**config.mk**
```make
export PLATFORM = sky130hd
export DESIGN_NAME = high_bit_grant_scheduler_flat
export DESIGN_NICKNAME = d
export VERILOG_FILES = /design/src/rtl/high_bit_grant_scheduler_if.sv /design/src/rtl/high_bit_grant_scheduler.sv /design/src/flat_wrapper.sv
export SDC_FILE = /design/constraint.sdc
export NUM_CORES = 1
export LEC_CHECK = 0
export CAP_MARGIN = 5
export CORE_ASPECT_RATIO = 0.5
export CORE_UTILIZATION = 30
export CTS_CLUSTER_SIZE = 25
export DETAILED_ROUTE_END_ITERATION = 10
export SYNTH_ARGS = -nofsm -noshare
export SYNTH_HDL_FRONTEND = slang
export SYNTH_SLANG_ARGS = --single-unit
```
**constraint.sdc**
```tcl
create_clock -name clk -period 1.8 [get_ports clk]
set_input_delay 0.36 -clock clk [delete_from_list [all_inputs] [get_ports clk]]
set_output_delay 0.36 -clock clk [all_outputs]
set_load 0.01 [all_outputs]
```
**src/rtl/high_bit_grant_scheduler_if.sv**
```systemverilog
// Request/grant bundle between a requester-side agent and the high-bit grant scheduler.
// The master drives requests and grant handshakes; the slave (scheduler) reports grant state.
interface high_bit_grant_scheduler_if #(
   parameter int unsigned REQ_WIDTH = 8
);
   localparam int unsigned ID_WIDTH = $clog2(REQ_WIDTH);

   logic [REQ_WIDTH-1:0] req_in;
   logic                 grant_ready;
   logic                 done;
   logic                 grant_valid;
   logic [ID_WIDTH-1:0]  grant_id;
   logic                 busy;
   logic [REQ_WIDTH-1:0] pending;

   modport master (
      output req_in,
      output grant_ready,
      output done,
      input  grant_valid,
      input  grant_id,
      input  busy,
      input  pending
   );

   modport slave (
      input  req_in,
      input  grant_ready,
      input  done,
      output grant_valid,
      output grant_id,
      output busy,
      output pending
   );
endinterface

```
**src/rtl/high_bit_grant_scheduler.sv**
```systemverilog
// Fixed-priority (highest index wins) grant scheduler with sticky pending requests.
// The winning index is resolved one bit per cycle, MSB first, over a frozen snapshot.
module high_bit_grant_scheduler #(
   parameter int unsigned REQ_WIDTH = 8
) (
   input logic                       clk,
   input logic                       rst,
   high_bit_grant_scheduler_if.slave bus
);

   localparam int unsigned ID_WIDTH   = $clog2(REQ_WIDTH);
   localparam int unsigned SEARCH_LAT = (ID_WIDTH > 1) ? ID_WIDTH : 1;
   localparam int unsigned CNT_WIDTH  = (SEARCH_LAT > 1) ? $clog2(SEARCH_LAT) : 1;

   localparam logic [1:0] StIdle   = 2'd0;
   localparam logic [1:0] StSearch = 2'd1;
   localparam logic [1:0] StOffer  = 2'd2;
   localparam logic [1:0] StActive = 2'd3;

   logic [1:0]           state_q, state_d;
   logic [REQ_WIDTH-1:0] pending_q, pending_d;
   logic [REQ_WIDTH-1:0] snap_q, snap_d;
   logic [CNT_WIDTH-1:0] cnt_q, cnt_d;
   logic [ID_WIDTH-1:0]  idx_q, idx_d;
   logic [ID_WIDTH-1:0]  gid_q, gid_d;

   logic [REQ_WIDTH-1:0] clear_mask;
   logic [ID_WIDTH-1:0]  idx_step;
   logic                 upper_hit;
   int unsigned          bit_sel;
   logic [31:0]          idx_ext;

   // Search step: index bit cnt_q is set when some snapshot bit shares the already-resolved
   // higher index bits and has bit cnt_q set.
   always_comb begin
      bit_sel   = 32'(cnt_q);
      idx_ext   = 32'(idx_q);
      upper_hit = 1'b0;
      for (int unsigned i = 0; i < REQ_WIDTH; i++) begin
         if (snap_q[i] && i[bit_sel] &&
             ((i >> (bit_sel + 1)) == (idx_ext >> (bit_sel + 1)))) begin
            upper_hit = 1'b1;
         end
      end
      idx_step          = idx_q;
      idx_step[cnt_q]   = upper_hit;
   end

   // A request arriving on the bit being cleared wins, so it is never lost.
   always_comb begin
      clear_mask = '0;
      if (state_q == StOffer && bus.grant_ready) begin
         clear_mask = REQ_WIDTH'(1) << gid_q;
      end
      pending_d = (pending_q & ~clear_mask) | bus.req_in;
   end

   always_comb begin
      state_d = state_q;
      snap_d  = snap_q;
      cnt_d   = cnt_q;
      idx_d   = idx_q;
      gid_d   = gid_q;
      case (state_q)
         StIdle: begin
            if (|pending_q) begin
               snap_d  = pending_q;
               cnt_d   = CNT_WIDTH'(SEARCH_LAT - 1);
               idx_d   = '0;
               state_d = StSearch;
            end
         end
         StSearch: begin
            idx_d = idx_step;
            if (cnt_q == '0) begin
               gid_d   = idx_step;
               state_d = StOffer;
            end else begin
               cnt_d = cnt_q - CNT_WIDTH'(1);
            end
         end
         StOffer: begin
            if (bus.grant_ready) begin
               state_d = StActive;
            end
         end
         StActive: begin
            if (bus.done) begin
               state_d = StIdle;
            end
         end
         default: state_d = StIdle;
      endcase
   end

   always_ff @(posedge clk) begin
      if (rst) begin
         state_q   <= StIdle;
         pending_q <= '0;
         snap_q    <= '0;
         cnt_q     <= '0;
         idx_q     <= '0;
         gid_q     <= '0;
      end else begin
         state_q   <= state_d;
         pending_q <= pending_d;
         snap_q    <= snap_d;
         cnt_q     <= cnt_d;
         idx_q     <= idx_d;
         gid_q     <= gid_d;
      end
   end

   assign bus.grant_valid = (state_q == StOffer);
   assign bus.busy        = (state_q == StActive);
   assign bus.grant_id    = gid_q;
   assign bus.pending     = pending_q;

endmodule

```
**src/flat_wrapper.sv**
```systemverilog
// flat-port wrapper written by rule: the top's interface ports become plain ports
module high_bit_grant_scheduler_flat 
#(
   parameter int unsigned REQ_WIDTH = 8
)
  (clk, rst, bus_req_in, bus_grant_ready, bus_done, bus_grant_valid, bus_grant_id, bus_busy, bus_pending);
  high_bit_grant_scheduler_if #(.REQ_WIDTH(REQ_WIDTH)) bus_i ();
  input logic clk;
  input logic rst;
  input wire logic [$bits(bus_i.req_in)-1:0] bus_req_in;
  input wire logic [$bits(bus_i.grant_ready)-1:0] bus_grant_ready;
  input wire logic [$bits(bus_i.done)-1:0] bus_done;
  output wire logic [$bits(bus_i.grant_valid)-1:0] bus_grant_valid;
  output wire logic [$bits(bus_i.grant_id)-1:0] bus_grant_id;
  output wire logic [$bits(bus_i.busy)-1:0] bus_busy;
  output wire logic [$bits(bus_i.pending)-1:0] bus_pending;
  assign bus_i.req_in = bus_req_in;
  assign bus_i.grant_ready = bus_grant_ready;
  assign bus_i.done = bus_done;
  assign bus_grant_valid = bus_i.grant_valid;
  assign bus_grant_id = bus_i.grant_id;
  assign bus_busy = bus_i.busy;
  assign bus_pending = bus_i.pending;
  high_bit_grant_scheduler #(.REQ_WIDTH(REQ_WIDTH)) u_core (.clk(clk), .rst(rst), .bus(bus_i));
endmodule
```
==> results of run 1 <==
-- state kept, by name, summed over array words and instances (netlist names) --
signal and cells:
u_core.snap_q 7, u_core.state_q 2, u_core.bus.grant_id 3, u_core.bus.pending 8, u_core.cnt_q 2, u_core.idx_q 2
-- placed cells by master (no fill, tap or decap), types with 3 or more instances in the layout --
| cell | netlist | layout |
|---|---|---|
| or3_1 | 3 | 3 |
| clkbuf_8 | 0 | 3 |
| clkdlybuf4s50_1 | 0 | 23 |
| o21ai_0 | 14 | 14 |
| a21oi_1 | 18 | 18 |
| nor2_1 | 10 | 10 |
| a22oi_1 | 4 | 4 |
| nand2_1 | 20 | 20 |
| ha_1 | 8 | 5 |
| o211ai_1 | 3 | 3 |
| nand2b_1 | 4 | 4 |
| inv_1 | 14 | 12 |
| dfxtp_1 | 24 | 23 |
| nand3b_1 | 3 | 3 |
| nand3_1 | 3 | 3 |
| buf_4 | 2 | 12 |
-- cells in the mapped netlist (all sizes together) (3+ instances only) --
library cell | count | share of area [%]
nand3b | 3 | 1.6
inv | 14 | 3.8
o21ai | 15 | 5.4
a31oi | 3 | 1.4
dfxtp | 24 | 35
a21oi | 19 | 7.1
nand2 | 20 | 5.4
nand3 | 3 | 1.1
nand2b | 4 | 1.8
a22oi | 4 | 2.2
ha | 8 | 7.2
o211ai | 5 | 3.4
nor2 | 10 | 2.7
or3 | 4 | 1.9
buf | 6 | 3.3
-- final cells by class --
cell class / count / area, um2
clock buffers: 3 / 41.3
repair buffers: 36 / 329
inverters: 14 / 52.6
flip-flops and latches: 24 / 482
fillers: 445 / 2570
well taps: 57 / 71.3
multi-input cells: 125 / 847
clock inverters: 1 / 30.0
-- per-stage QoR --
| stage | instance area [um2] | hold slack [ns] |
|---|---|---|
| after detailed placement | 1740 | 0.452 |
| final | 1850 | 0.464 |
| after CTS | 1810 | 0.465 |
| after global routing | 1850 | 0.478 |
| after floorplan | 1390 | 0.436 |
| after global placement | 1740 | 0.446 |
-- logic make-up (layout without fill, tap and decap cells) --
| logic type | Yosys count | count (layout) |
|---|---|---|
| flip-flops | 24 | 24 |
| AND/OR/NAND/NOR | 58 | 58 |
| AO/OA/AOI/OAI | 56 | 56 |
| XOR/XNOR | 2 | 2 |
| multiplexers | 1 | 1 |
| adder cells (fa/ha/maj) | 8 | 8 |
| buffers and inverters | 22 | 54 |
-- per-layer routing --
metal,vias up,routed length (um),global-route usage (%)
met3,6,142,3.34
met1,620,1790,21.2
met5,-,0,0
met2,30,1530,24.4
met4,0,36,3.48
li1,671,-,-
-- worst max-delay path: stages, from the launching register on --
cell,delay [ns]
dfxtp_1,0.37
ha_1,0.18
clkdlybuf4s50_1,0.54
-- worst max-delay path by stage --
stage / start / end
after detailed placement: u_core.cnt_q[0] / u_core.bus.grant_id[1]
after CTS: u_core.state_q[1] / bus_busy
after global routing: u_core.cnt_q[0] / u_core.bus.grant_id[2]
after global placement: u_core.cnt_q[0] / u_core.bus.grant_id[1]
after floorplan: u_core.cnt_q[0] / u_core.bus.grant_id[2]
final: u_core.state_q[0] / bus_busy
-- timing repair --
action	in CTS	in global routing
hold endpoints to repair	0	0
setup endpoints to repair	1	7
resized for setup	2	9
-- power breakdown --
part           switching, W  total (W)  internal [W]  leakage (nW)
Combinational      0.000679    0.00126      0.000583         0.487
Clock              0.000183   0.000481      0.000298        0.0357
Sequential         0.000100   0.000743      0.000643         0.199
==> summary.md, run 1 <==
| Metric | Value |
|---|---|
| Status | finished, final reports clean |
| Compound-Gate Fraction of Synth Area | 26.8% |
| Routed Antenna Nets | 0 |
| R2R Path End | u_core.bus.grant_id[1] |
| Reg2Reg Setup Slack | 0.09 ns |
| Die height | 50.1 um |
| Mean Syn Cell Area | 8.13 um2 |
| Most common flop cell mapped by yosys | dfxtp_1 |
| Hold EP | u_core.snap_q[2] |
| DR WL/cell | 13.5 um |
| First-pass GRT wire length | 5920 um |
| Cell depth of the worst flop-to-flop path | 7 |
| Largest net degree at the start of global routing | 20 |
| Mux contribution to synthesized area | 0.720% |
| Vias | 1327 |
| Total grt overflow | 0 |
| Area growth from synthesis to layout | 33.3% |
| Fraction of layout cells with a size suffix above 1 | 17.2% |
| Max Fclk | 584 MHz |
| DRC Markers | 0 |
| WP data arrival | 1.35 ns |
| Final Hold Fails | 0 |
| RSZ-0062 raised after global routing | no |
| Simple-Gate Fraction of Synth Area | 21.8% |
| Tot GR Track Use | 15.3% |
| Fin worst setup slack | 0.0871 ns |
| Final Cycle Share | 95.2% |
| Clk sink count | 24 |
| Ys Warns | 2 |
| Netlist cell types | 44 |
| Worst Setup End Kind | output pin |
| Syn Nets | 191 |
| Clock slew at reported path FFs | 0.09 ns |
| Die area | 4930 um2 |
| LEAKAGE | 0.721 nW |
| Pre-Repair DR Iteration Count | 4 |
| Critical path fanouts, max | 3 |
| Initial antenna violation count | 0 |
| Clock Skew | 0.00498 ns |
| Vias in the first global route | 1192 |
| Hold-fix buffers, CTS | 0 |
| Endpoints failing setup | 0 |
| Postcts setup bufs | 0 |
| Num CTS Buffers | 3 |
| Via density | 5.10 |
| Critical path launch point type | register |
| Final core occ | 41.9% |
| Post-synth EDFFs | 0 |
| IO Pins | 25 |
| Peak supply drop | 0.000402 V |
| Critical path class | register to output pin |
| GPL Wtd Cong | 0.832 |
| CTS tree | built |
| Largest family of logic cells by synthesized area | compound AO/OA/AOI/OAI gates |
| Starting Density | 31.4% |
| Clk_lat worst skew | 0.27 ns |
| Placed cell count | 256 |
| Fin cells | 260 |
| Die Width | 98.3 um |
| # port buffers | 24 |
| Hold Startpoint | u_core.snap_q[2] |
| Post-Place Worst Slack | 0.0676 ns |
| Ys async rst share | 0% |
| Max clock buf depth | 2 |
| Final WL | 3510 um |
| Netlist Area Pre-Place | 1390 um2 |
| Hold Path Depth | 2 |
| Total power | 0.00249 W |
| H-tree levels | 1 |
| Mapped Cells | 171 |
| CTS root buffer | clkbuf_8 |
| Worst r2r src | u_core.cnt_q[0] |
| Initial DRC count | 55 |
| Slew Limit Fails | 0 |
| Slew Limit Headroom | 74.8% |
| # diodes | 0 |
| Required @ worst endpoint | 1.44 ns |
| Pwr dens | 1340 nW/um2 |
| Post-DP HPWL | 2710 um |
| Layout net count | 224 |
| Worst-margin pin slew | 0.378 ns |
| Post-Synth Adder-Cell Area | 7.20% |
| Worst Hold Class | register to register |
| Core ar. | 4420 um2 |
| Max-cap violations | 0 |
| Final worst path period need | 1.71 ns |
| Seq cells post-synth | 24 |
| Sequential area share after synthesis | 34.6% |
| Post-Synth XOR/XNOR Area | 1.26% |
| Final TNS setup | 0 ns |
| FP Rows | 17 |
No activity file was read; power rests on OpenSTA's default activity.
==> inputs of run 2 (changes only) <==
clock period = 1.95 ns   (was 1.8 ns; I/O delays follow)
==> run 2 against run 1 <==
Sequential share of layout area rose by 0.86 points. Largest power group unchanged. Critical path depth grew 5. First-iteration DRC count down 27%. Worst hold slack worse by 0.0049 ns. Critical path type is now register to register. Routed wire length decreased by 2.9%. Utilization decreased by 1.4 points. Highest routed layer unchanged.
==> summary.md, run 2 (same netlist as run 1, synthesis figures left out) <==
| Metric | Value |
|---|---|
| Max clock buf depth | 2 (unchanged) |
| Clock slew at reported path FFs | 0.09 ns (about the same) |
| Die height | 50.1 um (unchanged) |
| Clock Skew | 0.00523 ns (+0.000256 ns) |
| FP Rows | 17 (unchanged) |
| Final non-filler cell area | 1790 um2 (-3.4%) |
| Total grt overflow | 0 (unchanged) |
| Tot GR Track Use | 15.7% (+0.39 points) |
| CTS tree | built |
| Num CTS Buffers | 3 (unchanged) |
| Hold Startpoint | u_core.snap_q[6] |
| IO Pins | 25 (unchanged) |
| LEAKAGE | 0.718 nW (-0.44%) |
| Commonest non-fill, non-tap cell in the layout | dfxtp_1 |
| Placement Cell Area | 1720 um2 (-1.4%) |
| WP data arrival | 1.93 ns (+0.58 ns) |
| Max reg flops | 8 (unchanged) |
| Required @ worst endpoint | 2.09 ns (+0.65 ns) |
| GPL Wtd Cong | 0.804 (-3.4%) |
| Slew Limit Fails | 0 (unchanged) |
| Peak supply drop | 0.000396 V (-1.4%) |
| Met1 wire length | 1830 um (+2.0%) |
| DR WL/cell | 13.2 um (-1.7%) |
| Met3 wire length | 106 um (-25%) |
| Critical Path Start | u_core.cnt_q[1] |
| Hold-fix buffers, CTS | 0 (unchanged) |
| RSZ-0062 raised after global routing | no |
| Critical path launch point type | register |
| Critical path class | register to register |
| Pre-Repair DR Iteration Count | 5 (+1) |
| Area growth from synthesis to layout | 28.7% |
| Die area | 4930 um2 (unchanged) |
| Max-cap violations | 0 (unchanged) |
| Worst r2r src | u_core.cnt_q[1] |
| # diodes | 0 (unchanged) |
| First-pass GRT wire length | 5910 um (-0.12%) |
| Status | finished, final reports clean |
| Via density | 5.04 (-1.3%) |
| Slew Limit Headroom | 70.2% (-4.6 points) |
| Final Hold Fails | 0 (unchanged) |
| Filler cell count | 462 (+3.8%) |
| Worst Hold Class | register to register |
| Post-Place Worst Slack | 0.181 ns (+0.114 ns) |
| Initial DRC count | 40 (-27%) |
| Final TNS setup | 0 ns (unchanged) |
| Vias in the first global route | 1217 (+2.1%) |
| Endpoints failing setup | 0 (unchanged) |
| Initial antenna violation count | 0 (unchanged) |
| Routed Antenna Nets | 0 (unchanged) |
| # port buffers | 24 (unchanged) |
| Critical path fanouts, max | 6 (+3) |
| Layout net count | 221 (-1.3%) |
| Met2 wire length | 1400 um (-8.7%) |
| Clk sink count | 24 (unchanged) |
| Total power | 0.00219 W (-12%) |
| CTS root buffer | clkbuf_8 |
| Starting Density | 31.4% (unchanged) |
| Max layer used | met4 |
| Max Fclk | 558 MHz |
| Core ar. | 4420 um2 (unchanged) |
| Die Width | 98.3 um (unchanged) |
| Final WL | 3410 um (-2.9%) |
| Final Cycle Share | 91.8% |
| Most frequent cells in the layout | dfxtp_1 (24), clkdlybuf4s50_1 (23), nand2_1 (20) |
| Worst Setup End Kind | register |
| Final worst path period need | 1.79 ns |
| Largest net degree at the start of global routing | 21 (+5.0%) |
| Clk_lat worst skew | 0.28 ns (about the same) |
| Pwr dens | 1230 nW/um2 (-8.6%) |
| DRC Markers | 0 (unchanged) |
| H-tree levels | 1 (unchanged) |
| Post-DP HPWL | 2660 um (-1.5%) |
| Vias | 1294 (-2.5%) |
| Fin worst setup slack | 0.159 ns (+0.0723 ns) |
| Fraction of layout cells with a size suffix above 1 | 11.5% (-5.7 points) |
| Worst-margin pin slew | 0.444 ns (+0.0658 ns) |
==> run 2: worst paths after layout <==
| kind | cells past startpoint | slack (ns) | to |
|---|---|---|---|
| max reg2reg | 7 | 0.16 | u_core.bus.grant_id[2] |
| min | 2 | 0.46 | u_core.snap_q[6] |
| min reg2reg | 2 | 0.46 | u_core.snap_q[6] |
| max | 7 | 0.16 | u_core.bus.grant_id[2] |
==> run 2: timing repair <==
| action | in CTS | in global routing |
|---|---|---|
| setup endpoints to repair | 0 | 1 |
| resized for setup | 0 | 1 |
| buffers inserted | 0 | 0 |
==> run 2: metrics by stage <==
stage          instances  utilization (%)  hold slack [ns]
2_1_floorplan        171                -            0.436
3_3_place_gp         253             38.8            0.446
3_5_place_dp         253             38.8            0.450
4_1_cts              257             40.4            0.464
5_1_grt              257             40.4            0.491
6_report             257             40.4            0.459
==> run 2: power breakdown <==
part           internal, W  total (W)  switching, W
combinational     0.000479    0.00107      0.000595
clock             0.000275   0.000442      0.000167
sequential        0.000591   0.000677     0.0000857
==> run 2: area by class of cell <==
class	instances	area, um2	share of cell area [%]
clock buffers	3	41.3	2.31
flip-flops and latches	24	480	26.9
multi-input cells	125	803	44.9
well taps	57	71.3	3.99
repair buffers	33	310	17.3
inverters	14	52.6	2.94
clock inverters	1	30.0	1.68
==> run 2: routing by layer <==
metal / vias up / GRT usage (%)
li1: 661 / -
met1: 603 / 21.5
met2: 24 / 23.8
met3: 6 / 3.48
met4: 0 / 6.72
met5: - / 0
==> run 2: worst max-delay path, stage by stage, from the launching register on <==
cell and delay (ns):
dfxtp_1 0.31, inv_1 0.15, ha_1 0.26, and2b_1 0.19
o21a_2 0.21, a211oi_2 0.21, o32a_4 0.22, a41oi_1 0.11
==> inputs of run 3 (changes only) <==
CORE_MARGIN = 10   (was default)
==> run 3 against run 2 <==
Sequential cell count unchanged. Final cell count down 0.78%. Clock skew down 0.0019 ns. Maximum frequency down 4.2%. Setup slack worse by 0.079 ns. Die area up 61%. Largest power group unchanged. Highest routed layer unchanged.
==> summary.md, run 3 (same netlist as run 1, synthesis figures left out) <==
| Metric | Value |
|---|---|
| Pwr dens | 1220 nW/um2 (-0.56%) |
| Filler cell count | 451 (-2.4%) |
| RSZ-0062 raised after global routing | no |
| Die height | 68.1 um (+36%) |
| # port buffers | 24 (unchanged) |
| Slew Limit Fails | 0 (unchanged) |
| Starting Density | 31.3% (-0.15 points) |
| Final core occ | 40.0% (-0.47 points) |
| Total grt overflow | 0 (unchanged) |
| Required @ worst endpoint | 1.56 ns (-0.53 ns) |
| Crit path depth | 3 (-4) |
| LEAKAGE | 0.688 nW (-4.2%) |
| DR WL/cell | 13.5 um (+1.9%) |
| Area growth from synthesis to layout | 27.8% |
| Max clock buf depth | 2 (unchanged) |
| Final TNS setup | 0 ns (unchanged) |
| Largest net degree at the start of global routing | 20 (-4.8%) |
| WP data arrival | 1.48 ns (-0.45 ns) |
| Initial antenna violation count | 0 (unchanged) |
| Peak supply drop | 0.000512 V (+29%) |
| Vias in the first global route | 1219 (+0.16%) |
| Final WL | 3440 um (+1.1%) |
| Cell depth of the worst flop-to-flop path | 7 (unchanged) |
| Slew Limit Headroom | 71.7% (+1.5 points) |
| IO Pins | 25 (unchanged) |
| Slowest stage delay, CP | 0.55 ns (+0.24 ns) |
| Layout net count | 219 (-0.90%) |
| Fin worst setup slack | 0.0800 ns (-0.0794 ns) |
| Clock Skew | 0.00334 ns (-0.00189 ns) |
| Buf+Inv Stages, Crit Path | 2 (+1) |
| CP max-delay cell | clkdlybuf4s50_1 |
| Critical path fanouts, max | 5 (-1) |
| Tot GR Track Use | 9.09% (-6.6 points) |
| Clk sink count | 24 (unchanged) |
| # diodes | 0 (unchanged) |
| FP Rows | 17 (unchanged) |
| Worst-margin pin slew | 0.422 ns (-0.0222 ns) |
| Final Cycle Share | 95.9% (+4.1 points) |
| Status | finished, final reports clean |
| Critical Path Start | u_core.state_q[0] |
| Hold-fix buffers, CTS | 0 (unchanged) |
| Vias | 1271 (-1.8%) |
| CTS root buffer | clkbuf_8 |
| Fraction of layout cells with a size suffix above 1 | 11.6% (+0.12 points) |
| CTS tree | built |
| Routed Antenna Nets | 0 (unchanged) |
| Hold slack | 0.471 ns (+0.0119 ns) |
| Critical path launch point type | register |
| Final Hold Fails | 0 (unchanged) |
| Worst r2r src | u_core.cnt_q[1] |
| Worst Setup End Kind | output pin |
| R2R Path End | u_core.bus.grant_id[1] |
| Max Fclk | 535 MHz (-4.2%) |
| Max-cap violations | 0 (unchanged) |
| Max reg flops | 8 (unchanged) |
| Die Width | 116 um (+18%) |
| Reg2Reg Setup Slack | 0.13 ns (-0.03 ns) |
| Core ar. | 4450 um2 (+0.48%) |
| Critical path, cell by cell | inv_1 > ha_2 > clkdlybuf4s50_1 |
| GPL Wtd Cong | 0.891 (+11%) |
| Num CTS Buffers | 3 (unchanged) |
| Worst Setup EP | bus_grant_valid |
| Clk_lat worst skew | 0.27 ns (about the same) |
| Initial DRC count | 58 (+45%) |
| Most frequent cells in the layout | clkdlybuf4s50_1 (24), dfxtp_1 (24), nand2_1 (20) |
| Endpoints failing setup | 0 (unchanged) |
| Post-DP HPWL | 2750 um (+3.4%) |
| Via density | 4.98 (-1.0%) |
| Hold Path Depth | 2 (unchanged) |
| First-pass GRT wire length | 5850 um (-1.0%) |
| Clock slew at reported path FFs | 0.09 ns (about the same) |
| Top delay family on crit path | buffers and inverters |
| Final worst path period need | 1.87 ns (+0.0794 ns) |
| Pre-Repair DR Iteration Count | 4 (-1) |
| FF/Latch Area | 480 um2 (unchanged) |
| H-tree levels | 1 (unchanged) |
| Worst Hold Class | register to register |
| Area taken by multi-input logic gates | 808 um2 (+0.62%) |
| Die area | 7920 um2 (+61%) |
| Critical path class | register to output pin |
| Post-Place Worst Slack | 0.122 ns (-0.0593 ns) |
| DRC Markers | 0 (unchanged) |
-- run 3: worst reg2reg max path, cell delays in order (launching register included) --
cell and delay [ns]:
dfxtp_1 0.32, inv_1 0.15, ha_2 0.27, and2b_1 0.19, o21a_2 0.21, a211oi_2 0.21
o32a_4 0.22, a41oi_1 0.12
-- run 3: stage by stage --
stage,area (um2),instances,power [W]
6_report,1780,255,0.00217
5_1_grt,1780,255,0.00234
4_1_cts,1770,255,0.00217
3_5_place_dp,1700,251,0.00173
3_3_place_gp,1700,251,0.00172
2_1_floorplan,1390,171,0.00140
-- run 3: where the power goes --
group / internal [W] / switching [W]
clock network: 0.000275 / 0.000167
logic: 0.000469 / 0.000560
registers: 0.000591 / 0.000105
-- run 3: layout make-up --
class / instances / share of cell area, %
clock buffer: 3 / 2.32
tap: 57 / 4.01
sequential: 24 / 27.0
clock inverter: 1 / 1.69
timing repair buffer: 31 / 16.5
multi-input combinational: 125 / 45.5
inverter: 14 / 2.96
-- run 3: what timing repair did --
item | in CTS | in global routing
resized for setup | 0 | 2
setup endpoints to repair | 0 | 3
buffers inserted | 0 | 0
-- run 3: how the worst min path moves through the flow --
stage,start,end
global placement,u_core.snap_q[7],u_core.snap_q[7]
finish,u_core.snap_q[2],u_core.snap_q[2]
detailed placement,u_core.snap_q[2],u_core.snap_q[2]
global route,u_core.snap_q[5],u_core.snap_q[5]
CTS,u_core.snap_q[2],u_core.snap_q[2]
floorplan,u_core.snap_q[2],u_core.snap_q[2]
-- run 3: routing by layer --
metal  wire length [um]  share of wire, %  track usage (%)  up-vias
li1                   -                 -                -      658
met1               1640                48             11.2      587
met2               1640                48             15.7       22
met3                121               3.5             1.83        4
met4                 42               1.2             3.25        0
met5                  0                 0                0        -
